$ cat src/rtl/ps2_scancode_ctrl.sv
// ps2_scancode_ctrl: pops scancode bytes from the PS/2 keyboard FIFO, folds E0/F0 prefixes
// into one key event per scancode, presents events on a valid/ready port, and tracks the
// held key, the press count, shift/ctrl state and a sticky FIFO overflow flag.
// Optional feature: define PS2CTRL_REPEAT_FILTER_EN to drop typematic repeat makes in DECODE.
module ps2_scancode_ctrl #(
    parameter int unsigned CNT_W    = 8,
    parameter logic [7:0]  EXT_CODE = 8'hE0,
    parameter logic [7:0]  BRK_CODE = 8'hF0
) (
    input  logic             clk_i,
    input  logic             clrn_i,
    input  logic [7:0]       ps2_data_i,
    input  logic             ps2_ready_i,
    input  logic             ps2_overflow_i,
    output logic             ps2_nextdata_n_o,
    output logic             evt_valid_o,
    input  logic             evt_ready_i,
    output logic [7:0]       evt_code_o,
    output logic             evt_ext_o,
    output logic             evt_break_o,
    output logic             key_held_o,
    output logic [8:0]       held_code_o,
    output logic [CNT_W-1:0] press_cnt_o,
    output logic             shift_flag_o,
    output logic             ctrl_flag_o,
    output logic             err_ovf_o,
    input  logic             err_clr_i
);

    localparam logic [7:0] LShiftCode = 8'h12;
    localparam logic [7:0] RShiftCode = 8'h59;
    localparam logic [7:0] CtrlCode   = 8'h14;

    typedef enum logic [1:0] {StIdle, StPop, StDecode, StEmit} state_e;

    state_e           state_q;
    logic [7:0]       byte_q;
    logic             ext_pend_q;
    logic             brk_pend_q;
    logic             nextdata_n_q;
    logic             evt_valid_q;
    logic [7:0]       evt_code_q;
    logic             evt_ext_q;
    logic             evt_break_q;
    logic             key_held_q;
    logic [8:0]       held_code_q;
    logic [CNT_W-1:0] press_cnt_q;
    logic             shift_q;
    logic             ctrl_q;
    logic             err_ovf_q;

    logic [8:0] evt_key;
    logic [8:0] dec_key;
    logic       evt_is_shift;
    logic       evt_is_ctrl;
    logic       drop_repeat;

    assign evt_key      = {evt_ext_q, evt_code_q};
    assign dec_key      = {ext_pend_q, byte_q};
    assign evt_is_shift = !evt_ext_q && ((evt_code_q == LShiftCode) ||
                                         (evt_code_q == RShiftCode));
    assign evt_is_ctrl  = (evt_code_q == CtrlCode);

`ifdef PS2CTRL_REPEAT_FILTER_EN
    // A make of the key already held is a typematic repeat and is swallowed.
    assign drop_repeat = !brk_pend_q && key_held_q && (dec_key == held_code_q);
`else
    assign drop_repeat = 1'b0;
`endif

    // Byte sequencer FSM: pop, decode prefixes, emit one event and apply key-state updates.
    always_ff @(posedge clk_i or negedge clrn_i) begin
        if (!clrn_i) begin
            state_q      <= StIdle;
            byte_q       <= '0;
            ext_pend_q   <= 1'b0;
            brk_pend_q   <= 1'b0;
            nextdata_n_q <= 1'b1;
            evt_valid_q  <= 1'b0;
            evt_code_q   <= '0;
            evt_ext_q    <= 1'b0;
            evt_break_q  <= 1'b0;
            key_held_q   <= 1'b0;
            held_code_q  <= '0;
            press_cnt_q  <= '0;
            shift_q      <= 1'b0;
            ctrl_q       <= 1'b0;
        end else begin
            // Pop strobe is low only for the single cycle spent in POP.
            nextdata_n_q <= 1'b1;
            unique case (state_q)
                StIdle: begin
                    if (ps2_ready_i) begin
                        byte_q       <= ps2_data_i;
                        nextdata_n_q <= 1'b0;
                        state_q      <= StPop;
                    end
                end
                StPop: begin
                    state_q <= StDecode;
                end
                StDecode: begin
                    if (byte_q == EXT_CODE) begin
                        ext_pend_q <= 1'b1;
                        state_q    <= StIdle;
                    end else if (byte_q == BRK_CODE) begin
                        brk_pend_q <= 1'b1;
                        state_q    <= StIdle;
                    end else if (drop_repeat) begin
                        ext_pend_q <= 1'b0;
                        brk_pend_q <= 1'b0;
                        state_q    <= StIdle;
                    end else begin
                        evt_code_q  <= byte_q;
                        evt_ext_q   <= ext_pend_q;
                        evt_break_q <= brk_pend_q;
                        evt_valid_q <= 1'b1;
                        state_q     <= StEmit;
                    end
                end
                StEmit: begin
                    if (evt_ready_i) begin
                        evt_valid_q <= 1'b0;
                        ext_pend_q  <= 1'b0;
                        brk_pend_q  <= 1'b0;
                        state_q     <= StIdle;
                        if (evt_break_q) begin
                            if (evt_key == held_code_q) begin
                                key_held_q <= 1'b0;
                            end
                            if (evt_is_shift) begin
                                shift_q <= 1'b0;
                            end
                            if (evt_is_ctrl) begin
                                ctrl_q <= 1'b0;
                            end
                        end else begin
                            if (!key_held_q || (evt_key != held_code_q)) begin
                                press_cnt_q <= press_cnt_q + CNT_W'(1);
                            end
                            held_code_q <= evt_key;
                            key_held_q  <= 1'b1;
                            if (evt_is_shift) begin
                                shift_q <= 1'b1;
                            end
                            if (evt_is_ctrl) begin
                                ctrl_q <= 1'b1;
                            end
                        end
                    end
                end
                default: begin
                    state_q <= StIdle;
                end
            endcase
        end
    end

    // Sticky overflow flag; a new overflow wins over a simultaneous clear.
    always_ff @(posedge clk_i or negedge clrn_i) begin
        if (!clrn_i) begin
            err_ovf_q <= 1'b0;
        end else if (ps2_overflow_i) begin
            err_ovf_q <= 1'b1;
        end else if (err_clr_i) begin
            err_ovf_q <= 1'b0;
        end
    end

    assign ps2_nextdata_n_o = nextdata_n_q;
    assign evt_valid_o      = evt_valid_q;
    assign evt_code_o       = evt_code_q;
    assign evt_ext_o        = evt_ext_q;
    assign evt_break_o      = evt_break_q;
    assign key_held_o       = key_held_q;
    assign held_code_o      = held_code_q;
    assign press_cnt_o      = press_cnt_q;
    assign shift_flag_o     = shift_q;
    assign ctrl_flag_o      = ctrl_q;
    assign err_ovf_o        = err_ovf_q;

endmodule

$ cat config.mk
export PLATFORM = sky130hd
export DESIGN_NAME = ps2_scancode_ctrl
export DESIGN_NICKNAME = d
export VERILOG_FILES = /design/src/rtl/ps2_scancode_ctrl.sv
export SDC_FILE = /design/constraint.sdc
export NUM_CORES = 1
export LEC_CHECK = 0
export CAP_MARGIN = 15
export CORE_UTILIZATION = 45
export DETAILED_ROUTE_END_ITERATION = 8
export GPL_ROUTABILITY_DRIVEN = 0
export HOLD_SLACK_MARGIN = 0.02
export PLACE_DENSITY = 0.75
export SKIP_CTS_REPAIR_TIMING = 1
export SYNTH_ARGS = -nofsm -noshare
export SYNTH_HDL_FRONTEND = slang
export SYNTH_SLANG_ARGS = --single-unit
$ cat constraint.sdc
create_clock -name clk_i -period 2 [get_ports clk_i]
set_input_delay 0.4 -clock clk_i [delete_from_list [all_inputs] [get_ports clk_i]]
set_output_delay 0.4 -clock clk_i [all_outputs]
set_load 0.02 [all_outputs]
; ---- After elaboration in Yosys (flattened, before gate mapping)
; Cells that the tools add are included.
[word_totals]
register_bits = 45
word_cells = 81
out_inout_bits = 33
[classes]
reduce_logical = 19
eq_ne = 17
addsub = 1
n_bitwise = 3
mux = 26
[ops]
columns = operator, count
row1 = two-way mux 1 bit, 18
row2 = AND reduction 3 bit, 6
row3 = equality test 8 x 5 -> 1 bit (second input constant), 2
row4 = equality test 8 bit (second input constant), 2
row5 = != test 2 bit (second input constant), 6
row6 = AND reduction 4 bit, 3
row7 = equality test 9 bit, 1
row8 = != test 9 bit, 1
row9 = adder 8 x 1 -> 8 bit (second input constant), 1
row10 = equality test 8 x 7 -> 1 bit (second input constant), 1
row11 = two-way mux 2 bit, 4
row12 = one-hot mux 2 bit (4 select lines), 1
row13 = one-hot mux 1 bit (2 select lines), 3
row14 = equality test 2 bit (second input constant), 2
row15 = AND reduction 2 bit, 2
row16 = nonzero test 2 bit, 2
row17 = NOT 1 bit, 3
row18 = equality test 2 x 1 -> 1 bit (second input constant), 1
row19 = logical NOT 1 bit, 2
row20 = logical NOT 2 bit, 1
row21 = logical OR 1 bit, 2
row22 = != test 2 x 1 -> 1 bit (second input constant), 1
row23 = logical AND 1 bit, 1

; ---- Depth between registers and ports, before layout
; Gate-level depths: netlist of the first run.
[depth]
word_depth = 5
depth_mapped = 6
depth_no_buf = 5

; ---- Worst setup path before layout of the first run
; Ideal clock, no wire load.
[synth_timing]
path_type = reg2reg
start = register evt_code_q[3], in the netlist evt_code_o[3]
end = register press_cnt_q[1], in the netlist press_cnt_o[1]
stages_incl_launch_ff = 6
synth_period_minus_slack_ns = 1.773
arrival_ns = 1.648
path_slack_ns = 0.227
t_required_ns = 1.875
cell_sequence = dfrtp_1 inv_1 a221oi_1 nand4_1 and2_1 mux2_2
[synth_between]
elab_chain_len = 3
[synth_lines]
columns = item, line_no
row1 = start: declaration, 42  ; logic [7:0] evt_code_q;
row2 = start signal: assignment, 114  ; evt_code_q <= byte_q;
row3 = != test 9 bit, 138  ; if (!key_held_q || (evt_key != held_code_q)) begin
row4 = logical OR 1 bit, 138
row5 = AND reduction 4 bit (no source line), n/a
row6 = end signal: assignment, 139  ; press_cnt_q <= press_cnt_q + CNT_W'(1);
row7 = end: declaration, 47  ; logic [CNT_W-1:0] press_cnt_q;
; Every way passes these cells.
; A chain may end at the register's enable or synchronous reset.

; ---- Worst setup path after layout of the first run
[layout_timing]
start = input port evt_ready_i
end = register shift_q, in the netlist shift_flag_o
[layout_between]
elab_chain_len = 1
[layout_lines]
columns = item, line_no
row1 = start: declaration, 17  ; input logic evt_ready_i,
row2 = AND reduction 3 bit (no source line), n/a
row3 = end signal: assignment, 86  ; shift_q <= 1'b0;
row4 = end signal: assignment, 132  ; shift_q <= 1'b0;
row5 = end signal: assignment, 144  ; shift_q <= 1'b1;
row6 = end: declaration, 48  ; logic shift_q;
; Every way passes these cells.

==> flow_metrics.env, run 1 <==
export IMPL_fin_crit_ps=1860
export IMPL_coreArea_um2=4060
export IMPL_fin_crit_sh=0.929
export IMPL_worst_path_buf_inv=1
export IMPL_drt_pass1_iter_count=4
export IMPL_hold_ws_ps=167
export IMPL_routedWlPerCell_um=13.7
export IMPL_hold_class="primary input to async pin"
export IMPL_clk_path_buf_depth=2
export IMPL_clock_sinks=45
export IMPL_layout_area_overhead_vs_synth_pct=33.7
export IMPL_crit_fanout=2
export IMPL_die_x_um=67.5
export IMPL_mostFrequentLayoutCell="clkdlybuf4s50_1"
export IMPL_clkLatencyLatePin_ps=300
export IMPL_drv_cap=0
export IMPL_rows=23
export IMPL_arrival_ps=2040
export IMPL_synth_edff_count=0
export IMPL_yosys_warnings=0
export IMPL_drive_above_1_share=0.174
export IMPL_cp_slowest_cell="clkdlybuf4s50_1"
export IMPL_clkSlewWorstSetupHoldPaths_ps=80
export IMPL_seq_area_um2=1130
export IMPL_leakagePower_uw=0.00114
export IMPL_drt_total_wl_um=3820
export IMPL_synthCells=171
export IMPL_cp_data_required_time_ps=2180
export IMPL_powerDensity_nw_per_um2=1540
export IMPL_drtAntennaViolNets=0
export IMPL_synthFlopType="dfrtp_1"
export IMPL_irDropWorstVdd_mv=1.05
export IMPL_setup_violations_final=0
export IMPL_drt_initial_drc_count=71
export IMPL_antenna_found_initial=0
export IMPL_rsz0062_at_grt="false"
export IMPL_mostFrequentLayoutCells="45 x clkdlybuf4s50_1, 44 x dfrtp_1, 33 x nand2_1, 17 x mux2_2, 9 x buf_4"
export IMPL_grt_max_degree=46
export IMPL_cpPeakStageDelay_ps=490
export IMPL_num_io_pins=47
export IMPL_multi_input_area_um2=762
export IMPL_yosys_register_bits=45
export IMPL_cts_max_level=2
export IMPL_worstPathCellList="clkdlybuf4s50_1 -> nand3_2 -> or4b_1 -> or4_1 -> mux2i_1"
export IMPL_design_area_um2=2580
export IMPL_max_slew_worst_pin_slew_ps=569
export IMPL_final_setup_skew_ps=8.85
export IMPL_finalHoldViolCount=0
export IMPL_worstSetupPathType="primary input to register"
export IMPL_grt_first_pass_wirelength_um=6410
export IMPL_max_freq_mhz=538
export IMPL_cts_root_buf="clkbuf_8"
export IMPL_vias=1448
export IMPL_drc=0
export IMPL_numCtsBuffers=5
export IMPL_synth_cell_type_count=33
export IMPL_track_usage=0.197
export IMPL_yosysSeqAreaShare=0.584
export IMPL_syn_avg_cell_area_um2=11.3
export IMPL_cp_end_kind="register"
export IMPL_cp_start_kind="primary input"
export IMPL_syn_num_nets=186
export IMPL_netlist_area_um2=1930
export IMPL_dp_hpwl_um=2750
export IMPL_crit_family="simple AND/OR/NAND/NOR gates"
export IMPL_cts_tree="built"
export IMPL_die_area_um2=4560
export IMPL_place_area_um2=2500
export IMPL_vias_per_cell=5.17
export IMPL_overflow=0
export IMPL_initial_core_util=0.476
export IMPL_relSlewSlack=0.621
export IMPL_antenna_diode_count=0
export IMPL_slew_viol_final=0
export IMPL_fin_nets=244
export IMPL_grt_pass1_vias=1396
export IMPL_io_buffers=46
export IMPL_dieHeight_um=67.5
export IMPL_fin_setup_tns_ps=0
export IMPL_async_flop_share=1.00
export IMPL_status="complete, no violations"
export IMPL_fillers=329
-- synthesized netlist by cell type, drive strengths merged, types with 4 or more instances --
master | n | area share
mux2 | 17 | 0.099
inv | 7 | 0.014
nand3 | 8 | 0.023
dfrtp | 44 | 0.57
xor2 | 7 | 0.032
nor2 | 4 | 0.0078
o21ai | 8 | 0.021
xnor2 | 7 | 0.032
nand2 | 33 | 0.064
nor3 | 4 | 0.010
-- state kept, by name, indices dropped and copies added, names as in the netlist --
name,flops
evt_valid_o,1
brk_pend_q,1
held_code_o,9
press_cnt_o,8
state_q,2
evt_code_o,8
evt_ext_o,1
ext_pend_q,1
key_held_o,1
evt_break_o,1
ctrl_flag_o,1
ps2_nextdata_n_o,1
shift_flag_o,1
err_ovf_o,1
byte_q,8
-- worst paths after layout --
kind	start	to	slack, ps	depth (start not counted)
min reg2reg	press_cnt_o[7]$_DFFE_PN0P_	press_cnt_o[7]$_DFFE_PN0P_	480	1
max reg2reg	state_q[0]$_DFFE_PN0P_	shift_flag_o$_DFFE_PN0P_	240	4
max	evt_ready_i	shift_flag_o$_DFFE_PN0P_	140	5
min in group clk_i	press_cnt_o[7]$_DFFE_PN0P_	press_cnt_o[7]$_DFFE_PN0P_	480	1
min	clrn_i	held_code_o[5]$_DFFE_PN0P_	170	2
max in group asynchronous	clrn_i	press_cnt_o[4]$_DFFE_PN0P_	1430	2
-- power by group --
group / total [uW] / internal [uW] / switching, uW
registers: 1720 / 1280 / 432
clock network: 541 / 245 / 296
logic: 1710 / 919 / 794
total: 3970 / 2450 / 1520
-- stage by stage --
step | total power (uW) | utilization | cells | worst slack (ps)
global route | 4240 | 0.636 | 280 | 81.4
CTS | 4010 | 0.636 | 280 | 144
detailed placement | 3460 | 0.616 | 272 | -180
finish | 3970 | 0.636 | 280 | 141
floorplan | 2660 | - | 171 | 227
global placement | 3420 | 0.616 | 272 | -150
-- metal layers --
metal | track usage | share of wire | vias to the layer above
li1 | - | - | 699
met1 | 0.248 | 0.46 | 698
met2 | 0.302 | 0.47 | 41
met3 | 0.0642 | 0.046 | 10
met4 | 0.0957 | 0.025 | 0
met5 | 0 | 0 | -
-- logic make-up (layout without fill, tap and decap cells) --
group                    after synthesis  in the layout  share of synthesized area
AND/OR/NAND/NOR                       66             66                      0.167
flip-flops                            45             45                      0.584
multiplexers                          18             18                      0.104
AO/OA/AOI/OAI                         16             16                     0.0531
XOR/XNOR                              14             14                     0.0635
buffers and inverters                 11             70                     0.0220
adder cells (fa/ha/maj)                1              1                    0.00648
-- layout make-up --
type                       count  share of cell area
sequential                    45               0.437
clock inverter                 1             0.00194
tap                           50              0.0242
clock buffer                   7              0.0296
multi-input combinational    115               0.295
timing repair buffer          55               0.203
inverter                       7              0.0102
(Power assumes the default switching activity.)
==> run 2: changes to the inputs <==
==> constraint.sdc (replaced) <==
create_clock -name clk_i -period 1.8 [get_ports clk_i]
set_input_delay 0.36 -clock clk_i [delete_from_list [all_inputs] [get_ports clk_i]]
set_output_delay 0.36 -clock clk_i [all_outputs]
set_load 0.02 [all_outputs]
==> flow_metrics.env, run 2 (synthesis gave the netlist of run 1 again) <==
export IMPL_cpPeakStageDelay_ps=590
export IMPL_overflow=0
export IMPL_worstPathCellList="clkdlybuf4s50_1"
export IMPL_drv_cap=0
export IMPL_slew_viol_final=0
export IMPL_routedWlPerCell_um=13.9
export IMPL_rsz0062_at_grt="false"
export IMPL_hold_class="primary input to async pin"
export IMPL_max_freq_mhz=570
export IMPL_cp_slowest_cell="clkdlybuf4s50_1"
export IMPL_worstSetupPathType="register to output pin"
export IMPL_leakagePower_uw=0.00126
export IMPL_setup_violations_final=0
export IMPL_multi_input_area_um2=771
export IMPL_layout_area_overhead_vs_synth_pct=37.8
export IMPL_vias=1466
export IMPL_drt_pass1_iter_count=2
export IMPL_clkLatencyLatePin_ps=300
export IMPL_fillers=319
export IMPL_io_buffers=46
export IMPL_cts_max_level=2
export IMPL_fin_nets=249
export IMPL_drive_above_1_share=0.200
export IMPL_crit_family="buffers and inverters"
export IMPL_drt_total_wl_um=3960
export IMPL_hold_ws_ps=130
export IMPL_vias_per_cell=5.14
export IMPL_arrival_ps=1400
export IMPL_grt_first_pass_wirelength_um=6780
export IMPL_cell_internal_pwr_uw=2810
export IMPL_switching_share=0.377
export IMPL_dp_hpwl_um=2890
export IMPL_clkPwrFrac=0.141
export IMPL_cp_data_required_time_ps=1440
export IMPL_reg2reg_from="evt_code_o[5]$_DFFE_PN0P_"
export IMPL_drtAntennaViolNets=0
export IMPL_finalHoldViolCount=0
export IMPL_rows=23
export IMPL_crit_fanout=1
export IMPL_num_io_pins=47
export IMPL_p_seq_frac=0.412
export IMPL_finalPower_uw=4500
export IMPL_worst_path_buf_inv=1
export IMPL_clock_sinks=45
export IMPL_reg2reg_slack_ps=100
export IMPL_seq_area_um2=1130
export IMPL_mostFrequentLayoutCells="44 x dfrtp_1, 35 x clkdlybuf4s50_1, 33 x nand2_1, 17 x mux2_2, 14 x buf_4"
export IMPL_irDropWorstVdd_mv=0.836
export IMPL_mostFrequentLayoutCell="dfrtp_1"
export IMPL_fin_crit_ps=1760
export IMPL_final_setup_skew_ps=8.69
export IMPL_reg2reg_depth=3
export IMPL_die_x_um=67.5
export IMPL_status="complete, no violations"
export IMPL_relSlewSlack=0.631
export IMPL_numCtsBuffers=5
export IMPL_drc=0
export IMPL_powerDensity_nw_per_um2=1690
export IMPL_cp_end_kind="output pin"
export IMPL_initial_core_util=0.476
export IMPL_drt_initial_drc_count=66
export IMPL_dieHeight_um=67.5
export IMPL_clkSlewWorstSetupHoldPaths_ps=70
export IMPL_largest_reg_flops=9
export IMPL_r2r_end="shift_flag_o$_DFFE_PN0P_"
export IMPL_grt_pass1_vias=1498
export IMPL_cp_start_kind="register"
export IMPL_cts_root_buf="clkbuf_8"
export IMPL_combPwrFrac=0.447
export IMPL_grt_max_degree=46
export IMPL_power_switching_uw=1700
export IMPL_max_slew_worst_pin_slew_ps=553
export IMPL_antenna_found_initial=0
export IMPL_clk_path_buf_depth=2
export IMPL_coreArea_um2=4060
export IMPL_track_usage=0.206
export IMPL_cts_tree="built"
export IMPL_die_area_um2=4560
export IMPL_fin_crit_sh=0.975
export IMPL_antenna_diode_count=0
==> run 2: cell type report <==
class,count,area share
Tap cell,50,0.0235
Sequential cell,45,0.423
Timing Repair Buffer,60,0.220
Clock buffer,8,0.0338
Multi-Input combinational cell,115,0.289
Inverter,7,0.00987
==> run 2: worst max path at each step <==
stage	from	end	slack, ps	cells after the start
2_1_floorplan	evt_code_o[3]$_DFFE_PN0P_	press_cnt_o[1]$_DFFE_PN0P_	30	5
3_3_place_gp	evt_ready_i	shift_flag_o$_DFFE_PN0P_	-300	5
3_5_place_dp	evt_ready_i	shift_flag_o$_DFFE_PN0P_	-340	5
4_1_cts	evt_ready_i	shift_flag_o$_DFFE_PN0P_	-20	5
5_1_grt	press_cnt_o[2]$_DFFE_PN0P_	press_cnt_o[2]	6	1
6_report	ps2_nextdata_n_o$_DFF_PN1_	ps2_nextdata_n_o	40	1
==> run 2: metrics by stage <==
stage / instance area [um2] / TNS [ps] / setup WS (ps) / util / std cells
final: 2660 / 0 / 44.7 / 0.656 / 285
after global routing: 2660 / 0 / 6.17 / 0.656 / 285
after CTS: 2630 / -21.6 / -18.8 / 0.648 / 285
after detailed placement: 2540 / -1260 / -339 / 0.626 / 277
after global placement: 2540 / -1020 / -304 / 0.626 / 277
after floorplan: 1930 / 0 / 26.9 / - / 171
==> run 2: power by group through the flow <==
stage | clock network, uW | registers (uW) | logic (uW)
floorplan | 0 | 2130 | 827
global placement | 0 | 1870 | 2000
detailed placement | 0 | 1880 | 2030
CTS | 661 | 1860 | 2050
global route | 698 | 1920 | 2210
finish | 633 | 1860 | 2010
==> run 2: metal layers <==
layer  share of wire  up-vias  track usage
li1                -      713            -
met1            0.44      716        0.249
met2            0.51       35        0.349
met3           0.044        2       0.0642
met4          0.0068        0       0.0638
met5               0        -            0
